<file path="src/rtl/alu_issue_stage.sv">
// ID/EX pipeline register in front of the ALU.
// Decodes RV32I opcode/funct3/funct7 into the ALU operation selector,
// forwards rs1/rs2 from EX/MEM and MEM/WB, selects ALU operands, and holds
// one entry behind a valid/ready handshake with flush.
module alu_issue_stage #(
    parameter int XLEN  = 32,
    parameter int SEL_W = 5
) (
    input  logic             clk,
    input  logic             rst_n,
    input  logic             inValid,
    output logic             inReady,
    input  logic [31:0]      inInstr,
    input  logic [XLEN-1:0]  inPc,
    input  logic [XLEN-1:0]  inRs1Data,
    input  logic [XLEN-1:0]  inRs2Data,
    input  logic [XLEN-1:0]  inImm,
    input  logic             exmemRegWrite,
    input  logic [4:0]       exmemRd,
    input  logic [XLEN-1:0]  exmemResult,
    input  logic             memwbRegWrite,
    input  logic [4:0]       memwbRd,
    input  logic [XLEN-1:0]  memwbResult,
    input  logic             flush,
    input  logic             outReady,
    output logic             outValid,
    output logic [SEL_W-1:0] operationSelector,
    output logic [XLEN-1:0]  operandA,
    output logic [XLEN-1:0]  operandB,
    output logic [XLEN-1:0]  outStoreData,
    output logic [4:0]       outRd,
    output logic [XLEN-1:0]  outPc,
    output logic             outRegWrite,
    output logic             outMemRead,
    output logic             outMemWrite,
    output logic             outBranch,
    output logic             outJump,
    output logic             illegalInstr
);

    localparam logic [6:0] OP_R      = 7'b0110011;
    localparam logic [6:0] OP_I      = 7'b0010011;
    localparam logic [6:0] OP_LOAD   = 7'b0000011;
    localparam logic [6:0] OP_STORE  = 7'b0100011;
    localparam logic [6:0] OP_BRANCH = 7'b1100011;
    localparam logic [6:0] OP_JAL    = 7'b1101111;
    localparam logic [6:0] OP_JALR   = 7'b1100111;
    localparam logic [6:0] OP_LUI    = 7'b0110111;
    localparam logic [6:0] OP_AUIPC  = 7'b0010111;

    localparam logic [SEL_W-1:0] SEL_BEQ  = 5'b00000;
    localparam logic [SEL_W-1:0] SEL_BNE  = 5'b00001;
    localparam logic [SEL_W-1:0] SEL_ADD  = 5'b00010;
    localparam logic [SEL_W-1:0] SEL_SUB  = 5'b00011;
    localparam logic [SEL_W-1:0] SEL_BGE  = 5'b00100;
    localparam logic [SEL_W-1:0] SEL_BLT  = 5'b00101;
    localparam logic [SEL_W-1:0] SEL_BGEU = 5'b00110;
    localparam logic [SEL_W-1:0] SEL_BLTU = 5'b00111;
    localparam logic [SEL_W-1:0] SEL_AND  = 5'b01000;
    localparam logic [SEL_W-1:0] SEL_OR   = 5'b01001;
    localparam logic [SEL_W-1:0] SEL_XOR  = 5'b01010;
    localparam logic [SEL_W-1:0] SEL_SLT  = 5'b01011;
    localparam logic [SEL_W-1:0] SEL_SLTU = 5'b01100;
    localparam logic [SEL_W-1:0] SEL_SLL  = 5'b01110;
    localparam logic [SEL_W-1:0] SEL_SRL  = 5'b01111;
    localparam logic [SEL_W-1:0] SEL_SRA  = 5'b10000;

    // Youngest producer wins; x0 is hard-wired to zero regardless of sources.
    function automatic logic [XLEN-1:0] fwd_operand(
        input logic [4:0]      rs,
        input logic [XLEN-1:0] rf_val,
        input logic            ex_we,
        input logic [4:0]      ex_rd,
        input logic [XLEN-1:0] ex_val,
        input logic            wb_we,
        input logic [4:0]      wb_rd,
        input logic [XLEN-1:0] wb_val
    );
        if (rs == 5'd0) begin
            return {XLEN{1'b0}};
        end else if (ex_we && (ex_rd == rs)) begin
            return ex_val;
        end else if (wb_we && (wb_rd == rs)) begin
            return wb_val;
        end else begin
            return rf_val;
        end
    endfunction

    // Arithmetic/logic selector shared by R-type and I-type ALU ops.
    // SUB exists only for R-type; the shift-right flavour follows instr[30].
    function automatic logic [SEL_W-1:0] alu_sel(
        input logic [2:0] funct3,
        input logic       alt,
        input logic       is_reg
    );
        case (funct3)
            3'b000:  return (is_reg && alt) ? SEL_SUB : SEL_ADD;
            3'b001:  return SEL_SLL;
            3'b010:  return SEL_SLT;
            3'b011:  return SEL_SLTU;
            3'b100:  return SEL_XOR;
            3'b101:  return alt ? SEL_SRA : SEL_SRL;
            3'b110:  return SEL_OR;
            3'b111:  return SEL_AND;
            default: return SEL_ADD;
        endcase
    endfunction

    logic [6:0]       w_opcode;
    logic [2:0]       w_funct3;
    logic [4:0]       w_rd;
    logic             w_rd_nz;
    logic [XLEN-1:0]  w_rs1_fwd;
    logic [XLEN-1:0]  w_rs2_fwd;
    logic [SEL_W-1:0] w_sel;
    logic [XLEN-1:0]  w_a;
    logic [XLEN-1:0]  w_b;
    logic             w_reg_write;
    logic             w_mem_read;
    logic             w_mem_write;
    logic             w_branch;
    logic             w_jump;
    logic             w_illegal;
    logic             w_capture;
    logic             w_unused_bits;

    logic             r_valid;
    logic [SEL_W-1:0] r_sel;
    logic [XLEN-1:0]  r_a;
    logic [XLEN-1:0]  r_b;
    logic [XLEN-1:0]  r_store_data;
    logic [4:0]       r_rd;
    logic [XLEN-1:0]  r_pc;
    logic             r_reg_write;
    logic             r_mem_read;
    logic             r_mem_write;
    logic             r_branch;
    logic             r_jump;
    logic             r_illegal;

    assign w_opcode      = inInstr[6:0];
    assign w_funct3      = inInstr[14:12];
    assign w_rd          = inInstr[11:7];
    assign w_rd_nz       = (w_rd != 5'd0);
    assign w_unused_bits = ^{inInstr[31], inInstr[29:25]};

    assign w_rs1_fwd = fwd_operand(inInstr[19:15], inRs1Data,
                                   exmemRegWrite, exmemRd, exmemResult,
                                   memwbRegWrite, memwbRd, memwbResult);
    assign w_rs2_fwd = fwd_operand(inInstr[24:20], inRs2Data,
                                   exmemRegWrite, exmemRd, exmemResult,
                                   memwbRegWrite, memwbRd, memwbResult);

    assign inReady   = !r_valid || outReady;
    assign w_capture = inValid && inReady && !flush;

    // Decode the incoming instruction into selector, operands and EX controls.
    always_comb begin
        w_sel       = SEL_ADD;
        w_a         = w_rs1_fwd;
        w_b         = inImm;
        w_reg_write = 1'b0;
        w_mem_read  = 1'b0;
        w_mem_write = 1'b0;
        w_branch    = 1'b0;
        w_jump      = 1'b0;
        w_illegal   = 1'b0;
        case (w_opcode)
            OP_R: begin
                w_sel       = alu_sel(w_funct3, inInstr[30], 1'b1);
                w_b         = w_rs2_fwd;
                w_reg_write = w_rd_nz;
            end
            OP_I: begin
                w_sel       = alu_sel(w_funct3, inInstr[30], 1'b0);
                w_reg_write = w_rd_nz;
            end
            OP_LOAD: begin
                w_mem_read  = 1'b1;
                w_reg_write = w_rd_nz;
            end
            OP_STORE: begin
                w_mem_write = 1'b1;
            end
            OP_BRANCH: begin
                w_b      = w_rs2_fwd;
                w_branch = 1'b1;
                case (w_funct3)
                    3'b000:  w_sel = SEL_BEQ;
                    3'b001:  w_sel = SEL_BNE;
                    3'b100:  w_sel = SEL_BLT;
                    3'b101:  w_sel = SEL_BGE;
                    3'b110:  w_sel = SEL_BLTU;
                    3'b111:  w_sel = SEL_BGEU;
                    default: w_sel = SEL_BEQ;
                endcase
            end
            OP_JAL: begin
                w_a         = inPc;
                w_jump      = 1'b1;
                w_reg_write = w_rd_nz;
            end
            OP_JALR: begin
                w_jump      = 1'b1;
                w_reg_write = w_rd_nz;
            end
            OP_LUI: begin
                w_a         = {XLEN{1'b0}};
                w_reg_write = w_rd_nz;
            end
            OP_AUIPC: begin
                w_a         = inPc;
                w_reg_write = w_rd_nz;
            end
            default: begin
                w_illegal = 1'b1;
            end
        endcase
    end

    // Pipeline entry: flush beats capture, capture beats drain, otherwise hold.
    always_ff @(posedge clk or negedge rst_n) begin
        if (!rst_n) begin
            r_valid      <= 1'b0;
            r_sel        <= {SEL_W{1'b0}};
            r_a          <= {XLEN{1'b0}};
            r_b          <= {XLEN{1'b0}};
            r_store_data <= {XLEN{1'b0}};
            r_rd         <= 5'd0;
            r_pc         <= {XLEN{1'b0}};
            r_reg_write  <= 1'b0;
            r_mem_read   <= 1'b0;
            r_mem_write  <= 1'b0;
            r_branch     <= 1'b0;
            r_jump       <= 1'b0;
            r_illegal    <= 1'b0;
        end else if (flush) begin
            r_valid <= 1'b0;
        end else if (w_capture) begin
            r_valid      <= 1'b1;
            r_sel        <= w_sel;
            r_a          <= w_a;
            r_b          <= w_b;
            r_store_data <= w_rs2_fwd;
            r_rd         <= w_rd;
            r_pc         <= inPc;
            r_reg_write  <= w_reg_write;
            r_mem_read   <= w_mem_read;
            r_mem_write  <= w_mem_write;
            r_branch     <= w_branch;
            r_jump       <= w_jump;
            r_illegal    <= w_illegal;
        end else if (r_valid && outReady) begin
            r_valid <= 1'b0;
        end else begin
            r_valid <= r_valid;
        end
    end

    assign outValid          = r_valid;
    assign operationSelector = r_sel;
    assign operandA          = r_a;
    assign operandB          = r_b;
    assign outStoreData      = r_store_data;
    assign outRd             = r_rd;
    assign outPc             = r_pc;
    assign outRegWrite       = r_reg_write;
    assign outMemRead        = r_mem_read;
    assign outMemWrite       = r_mem_write;
    assign outBranch         = r_branch;
    assign outJump           = r_jump;
    assign illegalInstr      = r_illegal;

endmodule

</file>
<file path="config.mk">
export PLATFORM = sky130hd
export DESIGN_NAME = alu_issue_stage
export DESIGN_NICKNAME = d
export VERILOG_FILES = /design/src/rtl/alu_issue_stage.sv
export SDC_FILE = /design/constraint.sdc
export NUM_CORES = 1
export LEC_CHECK = 0
export ABC_AREA = 1
export CAP_MARGIN = 10
export CORE_AREA = 2 2 149 151
export DETAILED_ROUTE_END_ITERATION = 10
export DIE_AREA = 0 0 151 153
export HOLD_SLACK_MARGIN = 0.06
export PLACE_DENSITY_LB_ADDON = 0.08
export SLEW_MARGIN = 20
export SYNTH_ARGS = -nofsm -noshare
export SYNTH_HDL_FRONTEND = slang
export SYNTH_SLANG_ARGS = --single-unit
</file>
<file path="constraint.sdc">
create_clock -name clk -period 2 [get_ports clk]
set_clock_uncertainty 0.1 [all_clocks]
set_input_delay 0.4 -clock clk [delete_from_list [all_inputs] [get_ports clk]]
set_output_delay 0.4 -clock clk [all_outputs]
set_load 0.02 [all_outputs]
</file>
Yosys cells after proc, flatten, opt, wreduce, memory -nomap -nowiden
Cells that the tools add are included.

word-level totals
  bits of input ports = 241
  flip-flop bits (word level) = 145
  output and inout bits = 146
  logic and storage cells = 78

cells by class
  multiplexer cells = 23
  equal/unequal tests = 20
  reductions and logical operators = 21
  bitwise gates (word level) = 1

operators with widths
  cell                                                                    number
  32-bit 2-to-1 mux                                                       7
  5-bit one-hot mux with 8 select lines                                   2
  32-bit one-hot mux with 2 select lines                                  1
  7-bit by 6-bit equality test with 1-bit output (second input constant)  3
  7-bit equality test (second input constant)                             3
  5-bit equality test                                                     4
  3-bit one-hot mux with 5 select lines                                   1
  5-bit one-hot mux with 3 select lines                                   1
  7-bit by 5-bit equality test with 1-bit output (second input constant)  2
  3-bit equality test (second input constant)                             4
  5-bit logical NOT                                                       2
  1-bit 2-to-1 mux                                                        10
  9-bit OR reduction                                                      1
  7-bit by 2-bit equality test with 1-bit output (second input constant)  1
  1-bit logical AND                                                       7
  7-bit OR reduction                                                      1
  3-bit by 2-bit equality test with 1-bit output (second input constant)  2
  2-bit OR reduction                                                      3
  5-bit 2-to-1 mux                                                        1
  5-bit nonzero test                                                      1
  3-bit by 1-bit equality test with 1-bit output (second input constant)  1
  3-bit logical NOT                                                       1
  3-bit nonzero test                                                      1
  1-bit logical NOT                                                       2
  other kinds (3)                                                         3

Logic depth before layout (Yosys ltp)
  word-level depth = 6
  mapped depth = 12
  depth with buffers taken out = 11

Worst setup path before layout
OpenSTA, ideal clock, no wires.

  path kind = reg-to-reg
  from = register r_valid, in the netlist outValid
  to = register r_illegal, in the netlist illegalInstr
  path buffers = 3
  library setup time = 0.128 ns
  arrival time = 1.409 ns
  clock period less this slack = 1.636 ns
  cell stages (with the launch flop) = 10
  path slack = 0.364 ns
  data required time = 1.772 ns
  cell sequence = dfrtp_1 > inv_1 > nor2_1 > nor3_4 > inv_2 > buf_2 > buf_2 > buf_2 > nand2_1 > o31ai_1

on the way
  cells in the longest elaborated chain, start to end = 5

ends and longest elaborated chain
  item                                  RTL line  text
  start, declared                       128       logic r_valid;
  start signal, assigned                257       r_valid <= r_valid;
  1-bit logical NOT                     155       assign inReady = !r_valid || outReady;
  1-bit logical OR                      155
  1-bit logical AND (2 in a row)        156       assign w_capture = inValid && inReady && !flush;
  2-bit AND reduction (no source line)  n/a
  end signal, assigned                  253       r_illegal <= w_illegal;
  end, declared                         140       logic r_illegal;

Every way passes these cells.
A chain may end at the register's enable or synchronous reset.

Final worst setup path
  from = register r_b[31], in the netlist operandB[31]
  to = output operandB[31]

RTL lines
  item                    RTL line  text
  start, declared         131       logic [XLEN-1:0] r_b;
  start signal, assigned  228       r_b <= {XLEN{1'b0}};
  start signal, assigned  244       r_b <= w_b;
  end, declared           29        output logic [XLEN-1:0] operandB,

No word-level cell between the ends.

==> Flow_metrics.wiki <==
{| class="wikitable"
! Metric !! Value
|-
| Count of vias placed by the detailed router || a little under 10000
|-
| Share of final-layout standard cells stronger than drive strength 1 || 0.0810
|-
| Root buf cell || sky130_fd_sc_hd__clkbuf_16
|-
| Mean instance size in the synthesized netlist || 6.76 sq um
|-
| Total negative slack || 0 ns
|-
| Total Nets Final || 1894
|-
| Worst Hold Class || input pin to asynchronous set/reset pin
|-
| Series of cell instances along the critical path || clkdlybuf4s50_1
|-
| Setup CP Type || flop to output pin
|-
| Dpl cells || 1912
|-
| Category of the worst setup path launch point || flop
|-
| Ys async rst share || 1.00
|-
| Pin count of the biggest net entering global routing || 76
|-
| Number of buffers between clock root and the deepest sink || 2
|-
| Routed Antenna Nets || 0
|-
| Clock Pin Slew Worst Setup and Hold Paths || 0.07 ns
|-
| RePlAce Congestion || 0.903
|-
| Final setup slack of the worst path || between 0.04 and 0.05 ns
|-
| Detail-routed net length per standard cell || about 18 um
|-
| # Max-Cap Violations || 0
|-
| Worst hold slack || about 0.3 ns
|-
| CTS sink count || 145
|-
| Transition at the pin with the smallest max-transition slack || 0.327 ns
|-
| Crit-path slowest cell || sky130_fd_sc_hd__clkdlybuf4s50_1
|-
| Element type at the critical path end || output pin
|-
| DP Worst Slack || -0.360 ns
|-
| CTS tree || yes
|-
| Total nets after synthesis || 1501
|-
| Power per Cell Area || 739 mW/mm^2
|-
| Most frequent cell after synthesis || sky130_fd_sc_hd__nand2_1
|-
| Num rows || 54
|-
| # Post-CTS Setup Buffers || 0
|-
| Required arrival time at the worst endpoint || 1.50 ns
|-
| Effective utilization at floorplan || 0.396
|-
| Cells taking the most area after synthesis || sky130_fd_sc_hd__dfrtp_1 43%, sky130_fd_sc_hd__nand2_1 20%, sky130_fd_sc_hd__nor2_1 7.9%
|-
| Result of the run || finished, final reports clean
|-
| Remaining global-route overflow || 0
|-
| Chip Width || about 150 um
|-
| CP arrival || 1.45 ns
|-
| Total number of yosys warnings || 0
|-
| Post-route clock period utilization || 0.977
|-
| Number of top-level pins || 387
|-
| Count of port buffers added during placement || 380
|-
| Area growth, synth to finish || 61.4%
|-
| Cell taking the most area after synthesis || sky130_fd_sc_hd__dfrtp_1
|-
| Main flop type after synthesis || sky130_fd_sc_hd__dfrtp_1
|-
| Layout fillers || 1977
|-
| Synth Cell Area || 0.00851 sq mm
|-
| Total global routing track utilization || 0.302
|-
| Height of the die || 153 um
|-
| Peak per-stage delay on the critical path || 0.64 ns
|-
| Synth top cells by count || 459 x sky130_fd_sc_hd__nand2_1, 179 x sky130_fd_sc_hd__nor2_1, 145 x sky130_fd_sc_hd__dfrtp_1
|-
| Final cell count without fillers || 1950
|-
| Core Region || between 0.02 and 0.025 sq mm
|-
| Detailed-routing iteration count for the pre-antenna-repair pass || 5
|-
| Area share of the largest cell type after synthesis || 0.426
|-
| Post-Route WL || 34900 um
|-
| Unrepaired setup endpoints after global routing || false
|-
| Highest ir drop seen on vdd || 0.579 mV
|-
| Final routed DRC violation total || 0
|-
| Final Hold Violating Endpoints || 0
|-
| Cell variety after synth || 32
|-
| Cell family contributing the most delay on the critical path || buffers and inverters
|-
| Worst-Skew Late Latency || 0.42 ns
|-
| Number of synthesized register bits || 145
|-
| Worst slew margin || 0.782
|-
| Crit path time final || between 1.5 and 2 ns
|-
| Synth Instances || ~1300
|-
| Crit path max fanout || 2
|-
| H-Tree Level Count || 4
|-
| Detailed placer's ending HPWL || 27200 um
|-
| F_max || 0.512 GHz
|-
| Number of enable-type register cells in the synthesized netlist || 0
|-
| Initial antenna violation count || 3
|-
| Sequential fraction of the synthesis area || 0.426
|-
| Global-route wire length before repair || 53400 um
|-
| CTS buffer count || 17
|-
| Die area || roughly 0.023 sq mm
|-
| Routed via count divided by cell count || 5.00
|-
| Number of global-route vias before repair || 9409
|-
| Count of routing violations after the opening detailed-route iteration || 767
|-
| Sum of buffers and inverters on the critical path || 1
|-
| Number of setup violations in the final report || 0
|-
| Max-slew violation total from the final report || 0
|-
| Leakage power summed over all cells || 6.76 nW
|}
[cell usage in the layout (no fill, tap or decap), types with 2 or more instances in the layout]
cell                              count
sky130_fd_sc_hd__a21oi_1             69
sky130_fd_sc_hd__a31oi_1              2
sky130_fd_sc_hd__buf_12              22
sky130_fd_sc_hd__buf_4               48
sky130_fd_sc_hd__buf_6                2
sky130_fd_sc_hd__clkbuf_16           18
sky130_fd_sc_hd__clkdlybuf4s50_1    365
sky130_fd_sc_hd__clkinv_1             4
sky130_fd_sc_hd__clkinv_4             2
sky130_fd_sc_hd__clkinvlp_4           3
sky130_fd_sc_hd__dfrtp_1            145
sky130_fd_sc_hd__diode_2              4
sky130_fd_sc_hd__dlymetal6s2s_1      13
sky130_fd_sc_hd__inv_1               63
sky130_fd_sc_hd__inv_2                6
sky130_fd_sc_hd__inv_6                7
sky130_fd_sc_hd__inv_8                2
sky130_fd_sc_hd__nand2_1            459
sky130_fd_sc_hd__nand2_2              3
sky130_fd_sc_hd__nand3_1            104
sky130_fd_sc_hd__nand3_2              2
sky130_fd_sc_hd__nand4_1             34
sky130_fd_sc_hd__nor2_1             177
sky130_fd_sc_hd__nor2_2               8
sky130_fd_sc_hd__nor2_4               3
sky130_fd_sc_hd__nor3_1               2
sky130_fd_sc_hd__nor3_4               3
sky130_fd_sc_hd__o21ai_0             46
sky130_fd_sc_hd__o21ai_1             40
sky130_fd_sc_hd__o31ai_1              2
[cell type report]
type / count / area (sq um) / share of cell area
Clock inverter: 14 / 145 / 0.0106
Tap cell: 280 / 350 / 0.0255
Clock buffer: 18 / 439 / 0.0320
Antenna cell: 4 / 10.0 / 0.000729
Inverter: 74 / 283 / 0.0206
Multi-Input combinational cell: 962 / 4200 / 0.306
Sequential cell: 145 / 3630 / 0.264
Timing Repair Buffer: 453 / 4680 / 0.341
[logic make-up after synthesis]
| logic type | synth area share |
|---|---|
| simple gates | 0.389 |
| compound gates | 0.100 |
| buf+inv | 0.0841 |
| flops | 0.426 |
| xor+xnor | 0.00103 |
[flip-flops by register name, indices dropped and copies added, names as in the netlist, 5 cells and up]
| signal | flops |
|---|---|
| outPc | 32 |
| outRd | 5 |
| operandB | 32 |
| operandA | 32 |
| outStoreData | 32 |
| operationSelector | 5 |
[repair_timing]
action | 4_1_cts | 5_1_grt
gates resized for setup | 1 | 17
hold buffers | 1 | 0
endpoints found under the hold margin | 30 | 0
cloned | 0 | 1
pin swaps | 0 | 1
setup endpoints to repair | 1 | 56
[worst reg2reg max path: stages (launching register included)]
cell and delay, ns:
sky130_fd_sc_hd__dfrtp_1 0.34, sky130_fd_sc_hd__inv_1 0.05, sky130_fd_sc_hd__nor2_2 0.14, sky130_fd_sc_hd__nor3_4 0.08, sky130_fd_sc_hd__buf_12 0.14, sky130_fd_sc_hd__inv_6 0.17, sky130_fd_sc_hd__buf_12 0.32, sky130_fd_sc_hd__o21ai_0 0.17
[power breakdown]
group	leakage [nW]	total [W]	internal (W)	switching, W
combinational	4.71	0.00329	0.00159	0.00169
sequential	1.76	0.00364	0.00337	0.000265
clock	0.279	0.00323	0.00179	0.00144
[through the flow]
step                      total power, W  area, sq um  utilization
after floorplan                  0.00503         8510            -
after global placement           0.00693        13100        0.608
after detailed placement         0.00696        13100        0.608
after CTS                         0.0102        13700        0.636
after global routing              0.0106        13700        0.639
final                             0.0102        13700        0.639
[worst paths after layout]
kind | from | to | slack [ns] | depth (start not counted)
setup / recovery | operandB[31] | operandB[31] | 0.05 | 1
hold / removal | rst_n | operationSelector[3] | 0.30 | 2
setup reg to reg | outValid | outStoreData[9] | 0.36 | 7
hold reg to reg | outPc[17] | outPc[17] | 0.37 | 2
max in group asynchronous | rst_n | outStoreData[29] | 0.91 | 3
min in group clk | outPc[17] | outPc[17] | 0.37 | 2
[metal layers]
metal  global-route usage  wire (um)  up-vias
met5                    0         13        -
met4               0.0877        762        2
met3               0.0797       3150       46
met2                0.460      15600      409
met1                0.424      15300     4466
li1                     -          -     4821
(Power assumes the default switching activity.)
